[src/rtl/imm_extend_pipe_if.sv]
// Valid/ready bus between decode and the immediate-extension stage.
// master drives requests and accepts results; slave is the stage itself.
interface imm_extend_pipe_if #(
  parameter int IMM_WIDTH  = 16,
  parameter int DATA_WIDTH = 32,
  parameter int TAG_WIDTH  = 5
);
  logic                  in_valid;
  logic                  in_ready;
  logic [IMM_WIDTH-1:0]  in_imm;
  logic [2:0]            in_op;
  logic [TAG_WIDTH-1:0]  in_tag;
  logic                  out_valid;
  logic                  out_ready;
  logic [DATA_WIDTH-1:0] out_data;
  logic [TAG_WIDTH-1:0]  out_tag;
  logic                  out_illegal;

  modport master (
    output in_valid, in_imm, in_op, in_tag, out_ready,
    input  in_ready, out_valid, out_data, out_tag, out_illegal
  );

  modport slave (
    input  in_valid, in_imm, in_op, in_tag, out_ready,
    output in_ready, out_valid, out_data, out_tag, out_illegal
  );
endinterface

[src/rtl/imm_extend_pipe.sv]
// Registered immediate-extension stage: zero/sign extend, upper shift and
// branch-offset modes, behind a valid/ready handshake with a 2-entry skid
// buffer so that in_ready comes straight from a flop.
module imm_extend_pipe #(
  parameter int IMM_WIDTH  = 16,
  parameter int DATA_WIDTH = 32,
  parameter int BR_SHIFT   = 2,
  parameter int TAG_WIDTH  = 5
) (
  input  logic                clk,
  input  logic                rst,
  input  logic                flush,
  imm_extend_pipe_if.slave    bus
);

  localparam int PAD_W = DATA_WIDTH - IMM_WIDTH;

  // Returns {illegal, operand}; undefined opcodes fall back to zero-extend.
  function automatic logic [DATA_WIDTH:0] extend(input logic [IMM_WIDTH-1:0] imm,
                                                 input logic [2:0]           op);
    logic        [DATA_WIDTH-1:0] zext;
    logic signed [DATA_WIDTH-1:0] sext;
    logic        [DATA_WIDTH-1:0] res;
    logic                         ill;
    zext = {{PAD_W{1'b0}}, imm};
    sext = {{PAD_W{imm[IMM_WIDTH-1]}}, imm};
    ill  = 1'b0;
    case (op)
      3'd0:    res = zext;
      3'd1:    res = sext;
      3'd2:    res = zext << PAD_W;
      3'd3:    res = sext <<< BR_SHIFT;
      default: begin
        res = zext;
        ill = 1'b1;
      end
    endcase
    return {ill, res};
  endfunction

  // ---- stage p0: combinational extension of the incoming immediate ----
  logic [DATA_WIDTH-1:0] ext_data_p0;
  logic                  ext_ill_p0;

  assign {ext_ill_p0, ext_data_p0} = extend(bus.in_imm, bus.in_op);

  // ---- stage p1: output register (OUT) and skid register (SKID) ----
  logic                  vld_p1;
  logic                  skid_vld_p1;
  logic                  rdy_p1;
  logic [DATA_WIDTH-1:0] out_data_p1;
  logic [TAG_WIDTH-1:0]  out_tag_p1;
  logic                  out_ill_p1;
  logic [DATA_WIDTH-1:0] skid_data_p1;
  logic [TAG_WIDTH-1:0]  skid_tag_p1;
  logic                  skid_ill_p1;

  logic in_xfer;
  logic out_free;

  assign in_xfer  = bus.in_valid & rdy_p1;
  assign out_free = ~vld_p1 | bus.out_ready;

  // Handshake control: OUT/SKID occupancy and the registered ready.
  always_ff @(posedge clk or posedge rst) begin
    if (rst) begin
      vld_p1      <= 1'b0;
      skid_vld_p1 <= 1'b0;
      rdy_p1      <= 1'b1;
    end else if (flush) begin
      vld_p1      <= 1'b0;
      skid_vld_p1 <= 1'b0;
      rdy_p1      <= 1'b1;
    end else if (out_free) begin
      if (skid_vld_p1) begin
        vld_p1      <= 1'b1;
        skid_vld_p1 <= 1'b0;
        rdy_p1      <= 1'b1;
      end else begin
        vld_p1      <= in_xfer;
      end
    end else if (in_xfer) begin
      skid_vld_p1 <= 1'b1;
      rdy_p1      <= 1'b0;
    end
  end

  // OUT payload: refilled from SKID first to keep FIFO order, else from input.
  always_ff @(posedge clk or posedge rst) begin
    if (rst) begin
      out_data_p1 <= '0;
      out_tag_p1  <= '0;
      out_ill_p1  <= 1'b0;
    end else if (!flush && out_free) begin
      if (skid_vld_p1) begin
        out_data_p1 <= skid_data_p1;
        out_tag_p1  <= skid_tag_p1;
        out_ill_p1  <= skid_ill_p1;
      end else if (in_xfer) begin
        out_data_p1 <= ext_data_p0;
        out_tag_p1  <= bus.in_tag;
        out_ill_p1  <= ext_ill_p0;
      end
    end
  end

  // SKID payload: catches the one entry accepted while OUT is stalled.
  always_ff @(posedge clk) begin
    if (!flush && !out_free && in_xfer) begin
      skid_data_p1 <= ext_data_p0;
      skid_tag_p1  <= bus.in_tag;
      skid_ill_p1  <= ext_ill_p0;
    end
  end

  assign bus.in_ready    = rdy_p1;
  assign bus.out_valid   = vld_p1;
  assign bus.out_data    = out_data_p1;
  assign bus.out_tag     = out_tag_p1;
  assign bus.out_illegal = out_ill_p1;

endmodule

[src/flat_wrapper.sv]
// flat-port wrapper written by rule: the top's interface ports become plain ports
module imm_extend_pipe_flat 
#(
  parameter int IMM_WIDTH  = 16,
  parameter int DATA_WIDTH = 32,
  parameter int BR_SHIFT   = 2,
  parameter int TAG_WIDTH  = 5
)
  (clk, rst, flush, bus_in_valid, bus_in_imm, bus_in_op, bus_in_tag, bus_out_ready, bus_in_ready, bus_out_valid, bus_out_data, bus_out_tag, bus_out_illegal);
  imm_extend_pipe_if #(.IMM_WIDTH(IMM_WIDTH), .DATA_WIDTH(DATA_WIDTH), .TAG_WIDTH(TAG_WIDTH)) bus_i ();
  input  logic clk;
  input  logic rst;
  input  logic flush;
  input wire logic [$bits(bus_i.in_valid)-1:0] bus_in_valid;
  input wire logic [$bits(bus_i.in_imm)-1:0] bus_in_imm;
  input wire logic [$bits(bus_i.in_op)-1:0] bus_in_op;
  input wire logic [$bits(bus_i.in_tag)-1:0] bus_in_tag;
  input wire logic [$bits(bus_i.out_ready)-1:0] bus_out_ready;
  output wire logic [$bits(bus_i.in_ready)-1:0] bus_in_ready;
  output wire logic [$bits(bus_i.out_valid)-1:0] bus_out_valid;
  output wire logic [$bits(bus_i.out_data)-1:0] bus_out_data;
  output wire logic [$bits(bus_i.out_tag)-1:0] bus_out_tag;
  output wire logic [$bits(bus_i.out_illegal)-1:0] bus_out_illegal;
  assign bus_i.in_valid = bus_in_valid;
  assign bus_i.in_imm = bus_in_imm;
  assign bus_i.in_op = bus_in_op;
  assign bus_i.in_tag = bus_in_tag;
  assign bus_i.out_ready = bus_out_ready;
  assign bus_in_ready = bus_i.in_ready;
  assign bus_out_valid = bus_i.out_valid;
  assign bus_out_data = bus_i.out_data;
  assign bus_out_tag = bus_i.out_tag;
  assign bus_out_illegal = bus_i.out_illegal;
  imm_extend_pipe #(.IMM_WIDTH(IMM_WIDTH), .DATA_WIDTH(DATA_WIDTH), .BR_SHIFT(BR_SHIFT), .TAG_WIDTH(TAG_WIDTH)) u_core (.clk(clk), .rst(rst), .flush(flush), .bus(bus_i));
endmodule
[config.mk]
export PLATFORM = sky130hd
export DESIGN_NAME = imm_extend_pipe_flat
export DESIGN_NICKNAME = d
export VERILOG_FILES = /design/src/rtl/imm_extend_pipe_if.sv /design/src/rtl/imm_extend_pipe.sv /design/src/flat_wrapper.sv
export SDC_FILE = /design/constraint.sdc
export NUM_CORES = 1
export LEC_CHECK = 0
export ABC_AREA = 1
export BUFFER_PORTS_ARGS = -buffer_cell sky130_fd_sc_hd__buf_2
export CORE_MARGIN = 2
export CORE_UTILIZATION = 36
export DETAILED_ROUTE_END_ITERATION = 10
export GPL_TIMING_DRIVEN = 0
export PLACE_DENSITY = 0.56
export SYNTH_ARGS = -nofsm -noshare
export SYNTH_HDL_FRONTEND = slang
export SYNTH_SLANG_ARGS = --single-unit
export TNS_END_PERCENT = 100
[constraint.sdc]
create_clock -name clk -period 4.5 [get_ports clk]
set_clock_uncertainty 0.1 [all_clocks]
set_input_delay 0.9 -clock clk [delete_from_list [all_inputs] [get_ports clk]]
set_output_delay 0.9 -clock clk [all_outputs]
set_load 0.005 [all_outputs]
# [After elaboration in Yosys (flattened, before gate mapping)]
# Cells that the tools add are included.
[word_totals] reg_bits=79 output_inout_bits=40
[classes] eq_ne=4 mux=18 bitwise=3 n_reduce_logical=12
[op_table] operator="32-bit one-hot mux with 3 select lines" n=1
[op_table] operator="32-bit 2-to-1 mux" n=2
[op_table] operator="1-bit 2-to-1 mux" n=13
[op_table] operator="5-bit 2-to-1 mux" n=2
[op_table] operator="3-bit by 2-bit == test with 1-bit output, second input constant" n=2
[op_table] operator="2-bit AND reduction" n=2
[op_table] operator="2-bit nonzero test" n=2
[op_table] operator="4-bit OR reduction" n=1
[op_table] operator="3-bit by 1-bit == test with 1-bit output, second input constant" n=1
[op_table] operator="1-bit logical AND" n=3
[op_table] operator="3-bit zero test" n=1
[op_table] operator="3-bit by 2-bit != test with 1-bit output, second input constant" n=1
[op_table] operator="3-bit nonzero test" n=1
[op_table] operator="1-bit zero test" n=2
[op_table] operator="1-bit AND" n=1
[op_table] operator="1-bit inverter" n=1
[op_table] operator="1-bit OR" n=1

# [Depth between registers and ports, before layout]
# Gate-level depths: netlist (run 1).
[depth] ltp_word=5 mapped_depth=9 mapped_depth_nobuf=8

# [Worst setup path before layout (run 1)]
# No wires, ideal clock.
[synth_timing] path_type="input-to-reg" start="input port bus_out_ready" end="register u_core.skid_data_p1[0] (enable)" setup_time_ns=0.433 arrival_time_ns=2.698 setup_slack_ns=1.269 stages=3 path_buffers=0 cell_sequence="inv_1 -> nand3_1 -> nor2_1"
[synth_between] elab_chain_cells=4
[synth_rtl] item="from (decl)" line="flat_wrapper.sv:18" rtl="input wire logic [$bits(bus_i.out_ready)-1:0] bus_out_ready;"
[synth_rtl] item="1-bit OR" line="imm_extend_pipe.sv:62" rtl="assign out_free = ~vld_p1 | bus.out_ready;"
[synth_rtl] item="1-bit zero test" line="imm_extend_pipe.sv:109" rtl="if (!flush && !out_free && in_xfer) begin"
[synth_rtl] item="1-bit logical AND (2 in a row)" line="imm_extend_pipe.sv:109"
[synth_rtl] item="to (signal assigned)" line="imm_extend_pipe.sv:110" rtl="skid_data_p1 <= ext_data_p0;"
[synth_rtl] item="to (decl)" line="imm_extend_pipe.sv:54" rtl="logic [DATA_WIDTH-1:0] skid_data_p1;"
# No other way between the ends.
# A chain may end at the register's enable or synchronous reset.

# [Worst setup path after layout (run 1)]
[layout_timing] start="input port bus_out_ready" end="register u_core.skid_data_p1[12] (enable)"
# The elaborated chain is that of the path after synthesis.

==> run_results.csv, run 1 <==
group,metric,value,unit
drt,vias_per_cell,4.96,
clock_network,numCtsBuffers,9,
worst_setup_path,worst_setup_path_end_kind,"register",
synthesis,yosys_warnings,0,
die,initial_core_util,0.369,
die,die-area,0.0107,mm2
clock_network,clock-root-buffer,"clkbuf_8",
worst_setup_path,max_stage_delay,0.51,ns
global_route,grt_pass1_wl,15.6,mm
cells_and_area,final_cells,606,
sta,rsz0062_at_grt,"false",
clock_network,clock_sinks,79,
die,chipWidth,104,um
clock_network,clk_latency,0.35,ns
cells_and_area,synthToLayoutAreaGrowth,21.5,%
place,place_congestion,0.842,
synthesis,syn_area,0.00357,mm2
drt,wire_per_inst,15.5,um
outcome,status,"completed",
clock_network,clkTransAtPathRegs,0.07,ns
synthesis,synth_fp_nets,416,
cells_and_area,final_common_cell,"nand2_1",
power,intPower,1.25,mW
clock_network,cts_tree,"built",
global_route,track_usage,0.186,
place,dp_cells,590,
sta,hold_viol,0,
global_route,grt.overflow.total,0,
power,peakVddDrop,0.137,mV
global_route,antenna_found_initial,0,
synthesis,synthArstFlopShare,0.519,
sta,slew_violations,0,
power,p_sw,0.451,mW
place,dp_slack,2.06,ns
worst_setup_path,cp_max_fo,22,
cells_and_area,nets,497,
place,io_buffers,68,
power,pwr-share-comb,0.162,
sta,tightest_slew,0.584,ns
min_path,hold_class,"register to register",
sta,finalCritPeriodShare,0.453,
sta,setup_viol,0,
min_path,whs_path_depth,2,
cells_and_area,drive_gt1_frac,0.273,
drt,postRouteAntennaNets,0,
synthesis,ys_types,23,
die,pin_count,69,
worst_setup_path,rr_worst_depth,3,
worst_setup_path,path_class,"primary input to register",
cells_and_area,layout_common_cells,"nand2_1 (131), buf_2 (84), dfrtp_1 (40), edfxtp_1 (38), nand3_1 (32)",
synthesis,synth-seq-cells,79,
sta,tns,0,ns
power,leakage,2.16,nW
drt,first_pass_iters,4,
sta,fin_crit,2.04,ns
power,swShare,0.265,
sta,timing.slew.headroom,0.610,
synthesis,synthCells,387,
die,die_h,104,um
cells_and_area,final_cell_area,0.00434,mm2
clock_network,cts_max_level,3,
clock_network,clock_path_buffers,2,
worst_setup_path,cpMaxStageDelayCell,"nor2_4",
cells_and_area,num_antenna_cells,0,
global_route,grt_pass1_vias,2983,
synthesis,synth-edff-count,38,
run,drv_cap,0,
die,core_area,0.00968,mm2
synthesis,ys_seq_area_frac,0.607,
worst_setup_path,cp.arrival,2.00,ns
power,clock_power_share,0.324,
sta,final.setup.worst_slack,2.46,ns
worst_setup_path,start_kind,"primary input",
cells_and_area,fillers,1002,
synthesis,ys.flop_type,"dfrtp_1",
clock_network,cts_hold_buf,0,
cells_and_area,post-route-util,0.449,
power,cellPowerDensity,392,mW/mm2
clock_network,post_cts_buffers,0,
drt,drt_iter0_drc,167,
global_route,grt_start_max_net_pins,27,
worst_setup_path,rrSetupSlack,2.70,ns
worst_setup_path,path_cells,"buf_2, inv_1, nand3_1, nor2_4, buf_16",
drt,wl,9.41,mm
power,power_frac_seq,0.514,
worst_setup_path,required,4.46,ns
drt,drcViolationCount,0,
place,placed_cell_area,0.00414,mm2
die,fp-row-count,36,
synthesis,syn_area_per_cell,9.24,um2
place,hpwl,6.74,mm
drt,num_vias,3005,
clock_network,cts_resized,0,
sta,fmax,0.490,GHz
-- through the flow --
| stage | hold slack (ns) | power, mW |
|---|---|---|
| 2_1_floorplan | 0.355 | 1.03 |
| 3_3_place_gp | 0.355 | 1.16 |
| 3_5_place_dp | 0.361 | 1.17 |
| 4_1_cts | 0.379 | 1.72 |
| 5_1_grt | 0.400 | 1.79 |
| 6_report | 0.376 | 1.70 |
-- synthesized netlist by cell type, types with 2 or more instances --
cell,count,area share
nand2_1,131,0.14
dfrtp_1,40,0.28
edfxtp_1,38,0.32
nand3_1,32,0.045
nor2_1,27,0.028
nand4_1,20,0.035
o21ai_0,20,0.028
buf_2,16,0.022
or2_2,15,0.026
o21ai_1,13,0.018
inv_1,10,0.011
o211ai_1,6,0.013
clkbuf_1,4,0.0042
inv_2,3,0.0031
buf_4,2,0.0042
nand2_2,2,0.0035
nor3_1,2,0.0028
-- worst max-delay path, delay by kind of cell --
kind | cells | cell delay, ns
buf+inv | 3 | 0.39
simple gates | 2 | 0.68
-- power by group through the flow --
stage          Clock [mW]  Sequential [mW]  Combinational [mW]
2_1_floorplan           0            0.894               0.135
3_3_place_gp            0            0.890               0.270
3_5_place_dp            0            0.891               0.279
4_1_cts             0.568            0.876               0.280
5_1_grt             0.593            0.886               0.314
6_report            0.550            0.875               0.276
-- metal layers --
layer | track usage | routed length (um)
met4 | 0.0734 | 137
met5 | 0 | 0
met2 | 0.281 | 4200
met1 | 0.264 | 4520
met3 | 0.0371 | 550
-- cells by family (layout without fill, tap and decap cells) --
kind of cell | after synthesis | in the layout | share of synthesized area
buf+inv | 37 | 123 | 0.0487
simple gates | 232 | 232 | 0.286
compound gates | 39 | 39 | 0.0588
flops | 79 | 79 | 0.607
-- state kept, by name, indices dropped and copies added (netlist names) --
name and cells:
u_core.skid_data_p1 32, u_core.bus.out_tag 5, u_core.bus.out_illegal 1, u_core.skid_ill_p1 1
u_core.bus.out_data 32, u_core.bus.out_valid 1, u_core.skid_vld_p1 1, u_core.skid_tag_p1 5
u_core.bus.in_ready 1
-- layout make-up --
class | instances | area (um2) | share of cell area
Clock buffer | 12 | 165 | 0.0380
Multi-Input combinational cell | 271 | 1240 | 0.285
Buffer | 24 | 125 | 0.0288
Inverter | 13 | 48.8 | 0.0112
Tap cell | 133 | 166 | 0.0383
Clock inverter | 4 | 42.5 | 0.00979
Sequential cell | 79 | 2170 | 0.499
Timing Repair Buffer | 70 | 388 | 0.0893
-- final timing paths --
path	from	end
min	u_core.bus.in_ready$_DFFE_PP1P_	u_core.bus.in_ready$_DFFE_PP1P_
min reg2reg	u_core.bus.in_ready$_DFFE_PP1P_	u_core.bus.in_ready$_DFFE_PP1P_
max	bus_out_ready	u_core.skid_data_p1[12]$_DFFE_PP_
min in group asynchronous	rst	u_core.bus.out_data[21]$_DFFE_PP0P_
max in group asynchronous	rst	u_core.bus.in_ready$_DFFE_PP1P_
max reg2reg	u_core.bus.in_ready$_DFFE_PP1P_	u_core.skid_data_p1[12]$_DFFE_PP_
Note: power is estimated with default switching activity, not from simulation.
==> inputs of run 2 (changes only) <==
--- a/config.mk
+++ b/config.mk
@@ -5,13 +5,13 @@
 export SDC_FILE = /design/constraint.sdc
 export NUM_CORES = 1
 export LEC_CHECK = 0
-export ABC_AREA = 1
+export ABC_AREA = 0
 export BUFFER_PORTS_ARGS = -buffer_cell sky130_fd_sc_hd__buf_2
 export CORE_MARGIN = 2
 export CORE_UTILIZATION = 36
 export DETAILED_ROUTE_END_ITERATION = 10
 export GPL_TIMING_DRIVEN = 0
-export PLACE_DENSITY = 0.56
+export PLACE_DENSITY = 0.58
 export SYNTH_ARGS = -nofsm -noshare
 export SYNTH_HDL_FRONTEND = slang
 export SYNTH_SLANG_ARGS = --single-unit
==> constraint.sdc (replaced) <==
create_clock -name clk -period 1.75 [get_ports clk]
set_clock_uncertainty 0.1 [all_clocks]
set_input_delay 0.35 -clock clk [delete_from_list [all_inputs] [get_ports clk]]
set_output_delay 0.35 -clock clk [all_outputs]
set_load 0.005 [all_outputs]
==> run 2 against run 1 <==
Net effect: die area is 7.3% higher; critical path depth stayed put; sequential share of layout area is 4.2 points lower; final cell count is 8.6% lower; area after synthesis is 7.6% higher; sequential power grew to 2.5 times the previous value.
==> run_results.csv, run 2 <==
group,metric,value,unit
outcome,status,"completed",
power,leakage,1.98,nW
power,p_total,4.81,mW
worst_setup_path,rr_endpoint,"u_core.skid_data_p1[26]$_DFFE_PP_",
die,die-area,0.0115,mm2
synthesis,ys_seq_area_frac,0.564,
global_route,track_usage,0.201,
die,pin_count,69,
power,cellPowerDensity,1010,mW/mm2
drt,first_pass_iters,4,
cells_and_area,fillers,997,
synthesis,synth_fp_nets,360,
synthesis,synthCells,331,
clock_network,clkTransAtPathRegs,0.09,ns
worst_setup_path,rr_startpoint,"u_core.bus.out_valid$_DFFE_PP0N_",
drt,wl,11.0,mm
cells_and_area,num_antenna_cells,0,
worst_setup_path,crit_start,"u_core.bus.out_valid$_DFFE_PP0N_",
cells_and_area,multiInputGateArea,0.00152,mm2
die,chipWidth,107,um
power,peakVddDrop,0.475,mV
global_route,grt_pass1_wl,17.8,mm
die,initial_core_util,0.371,
cells_and_area,layout_common_cells,"buf_2 (88), a21oi_1 (49), dfrtp_1 (40), edfxtp_1 (38), o31ai_1 (25)",
sta,timing.slew.headroom,0.640,
worst_setup_path,worst_setup_path_end_kind,"register",
worst_setup_path,max_stage_delay,0.41,ns
synthesis,yosys-top-cells-area,"edfxtp_1 (30%), dfrtp_1 (26%), a21oi_1 (6.4%)",
synthesis,synth-seq-cells,79,
worst_setup_path,cp_max_fo,32,
worst_setup_path,cp.depth,5,
die,die_h,107,um
drt,postRouteAntennaNets,0,
drt,num_vias,3188,
worst_setup_path,required,1.70,ns
place,place_congestion,0.811,
drt,drt_iter0_drc,159,
worst_setup_path,rrSetupSlack,0.07,ns
global_route,grt.overflow.total,0,
global_route,grt_pass1_vias,3219,
synthesis,ys_types,38,
synthesis,yosys_warnings,0,
clock_network,cts_max_level,3,
worst_setup_path,path_cells,"nand2b_4, buf_6, buf_6, nor3_4, buf_12",
worst_setup_path,rr_worst_depth,5,
min_path,hold_class,"primary input to register",
worst_setup_path,path_class,"register to register",
worst_setup_path,cp.arrival,1.63,ns
cells_and_area,final_common_cell,"buf_2",
drt,wire_per_inst,19.9,um
synthesis,syn_area,0.00384,mm2
clock_network,cts_tree,"built",
cells_and_area,final_cell_area,0.00474,mm2
cells_and_area,nets,442,
place,io_buffers,66,
sta,tightest_slew,0.540,ns
synthesis,synth_top_area_frac,0.297,
drt,drcViolationCount,0,
clock_network,numCtsBuffers,9,
die,core_area,0.0104,mm2
die,fp-row-count,37,
sta,setup_viol,0,
synthesis,synth_common_cells,"a21oi_1 (49), dfrtp_1 (40), edfxtp_1 (38)",
sta,hold_viol,0,
synthesis,ys.flop_type,"dfrtp_1",
synthesis,syn_area_per_cell,11.6,um2
clock_network,clock_sinks,79,
synthesis,synth_most_common_cell,"a21oi_1",
worst_setup_path,crit_buf_inv,3,
clock_network,clock_path_buffers,2,
cells_and_area,seq_area,0.00217,mm2
drt,vias_per_cell,5.75,
synthesis,synth_top_area_cell,"edfxtp_1",
min_path,hold_start,"bus_in_tag[1]",
sta,fmax,0.594,GHz
worst_setup_path,start_kind,"register",
synthesis,synthArstFlopShare,0.519,
worst_setup_path,cpMaxStageDelayCell,"dfrtp_1",
sta,rsz0062_at_grt,"false",
place,hpwl,7.79,mm
run,drv_cap,0,
sta,slew_violations,0,
clock_network,clk_latency,0.35,ns
place,placed_cell_area,0.00444,mm2
sta,fin_crit,1.68,ns
cells_and_area,synthToLayoutAreaGrowth,23.4,%
cells_and_area,drive_gt1_frac,0.311,
sta,finalCritPeriodShare,0.961,
worst_setup_path,crit_top_cell,"buf_6",
clock_network,clock-root-buffer,"clkbuf_8",
global_route,antenna_found_initial,0,
worst_setup_path,cp_top_family,"buffers and inverters",
worst_setup_path,endpoint,"u_core.skid_data_p1[26]$_DFFE_PP_",
synthesis,synth-edff-count,38,
global_route,grt_start_max_net_pins,33,
==> run 2: worst min path at each step <==
stage / end / cells past startpoint
CTS: u_core.skid_tag_p1[1]$_DFFE_PP_ / 1
floorplan: u_core.skid_tag_p1[0]$_DFFE_PP_ / 0
detailed placement: u_core.bus.out_valid$_DFFE_PP0N_ / 2
global route: u_core.skid_tag_p1[2]$_DFFE_PP_ / 1
global placement: u_core.bus.out_data[5]$_DFFE_PP0P_ / 1
finish: u_core.skid_tag_p1[1]$_DFFE_PP_ / 1
==> run 2: per-layer routing <==
layer,share of wire,routed length (um),GRT usage
met1,0.46,5070,0.280
met3,0.059,656,0.0424
met2,0.47,5180,0.321
met5,0,0,0
met4,0.013,142,0.0522
==> run 2: cell type report <==
class	instances	share of cell area
Buffer	36	0.0430
Inverter	4	0.00316
Clock inverter	7	0.0306
Multi-Input combinational cell	212	0.321
Tap cell	136	0.0359
Timing Repair Buffer	71	0.0833
Clock buffer	9	0.0261
Sequential cell	79	0.457
==> run 2: per-stage QoR <==
stage | setup TNS, ns | utilization | hold slack, ns | setup WS, ns | std cells
2_1_floorplan | -15.77 | - | 0.349 | -0.415 | 331
3_3_place_gp | -54.59 | 0.423 | 0.376 | -1.07 | 533
3_5_place_dp | -8.63 | 0.428 | 0.228 | -0.357 | 536
4_1_cts | 0 | 0.454 | 0.0706 | 0.0151 | 553
5_1_grt | 0 | 0.458 | 0.0658 | 0.000127 | 554
6_report | 0 | 0.458 | 0.0778 | 0.0674 | 554
==> run 2: logic make-up after synthesis <==
kind of cell | Yosys count | share of synthesized area
AO/OA/AOI/OAI | 152 | 0.275
flip-flops | 79 | 0.564
AND/OR/NAND/NOR | 52 | 0.0882
buffers and inverters | 40 | 0.0508
multiplexers | 8 | 0.0225
==> run 2: repair_timing <==
item,4_1_cts,5_1_grt
buffers inserted,1,1
hold buffers,1,0
pin swaps,1,1
hold endpoints to repair,13,0
endpoints found under the setup margin,31,43
gates resized for setup,0,7
==> run 2: worst reg2reg max path: cells and delay by family (launching register included) <==
family | cells | cell delay (ns)
buffers and inverters | 3 | 0.54
flip-flops | 1 | 0.41
AND/OR/NAND/NOR | 2 | 0.30
==> run 2: power breakdown <==
group | internal [mW] | total, mW | switching [mW]
registers | 2.12 | 2.21 | 0.0926
logic | 0.357 | 0.801 | 0.444
clock network | 1.10 | 1.80 | 0.708
total | 3.57 | 4.81 | 1.24
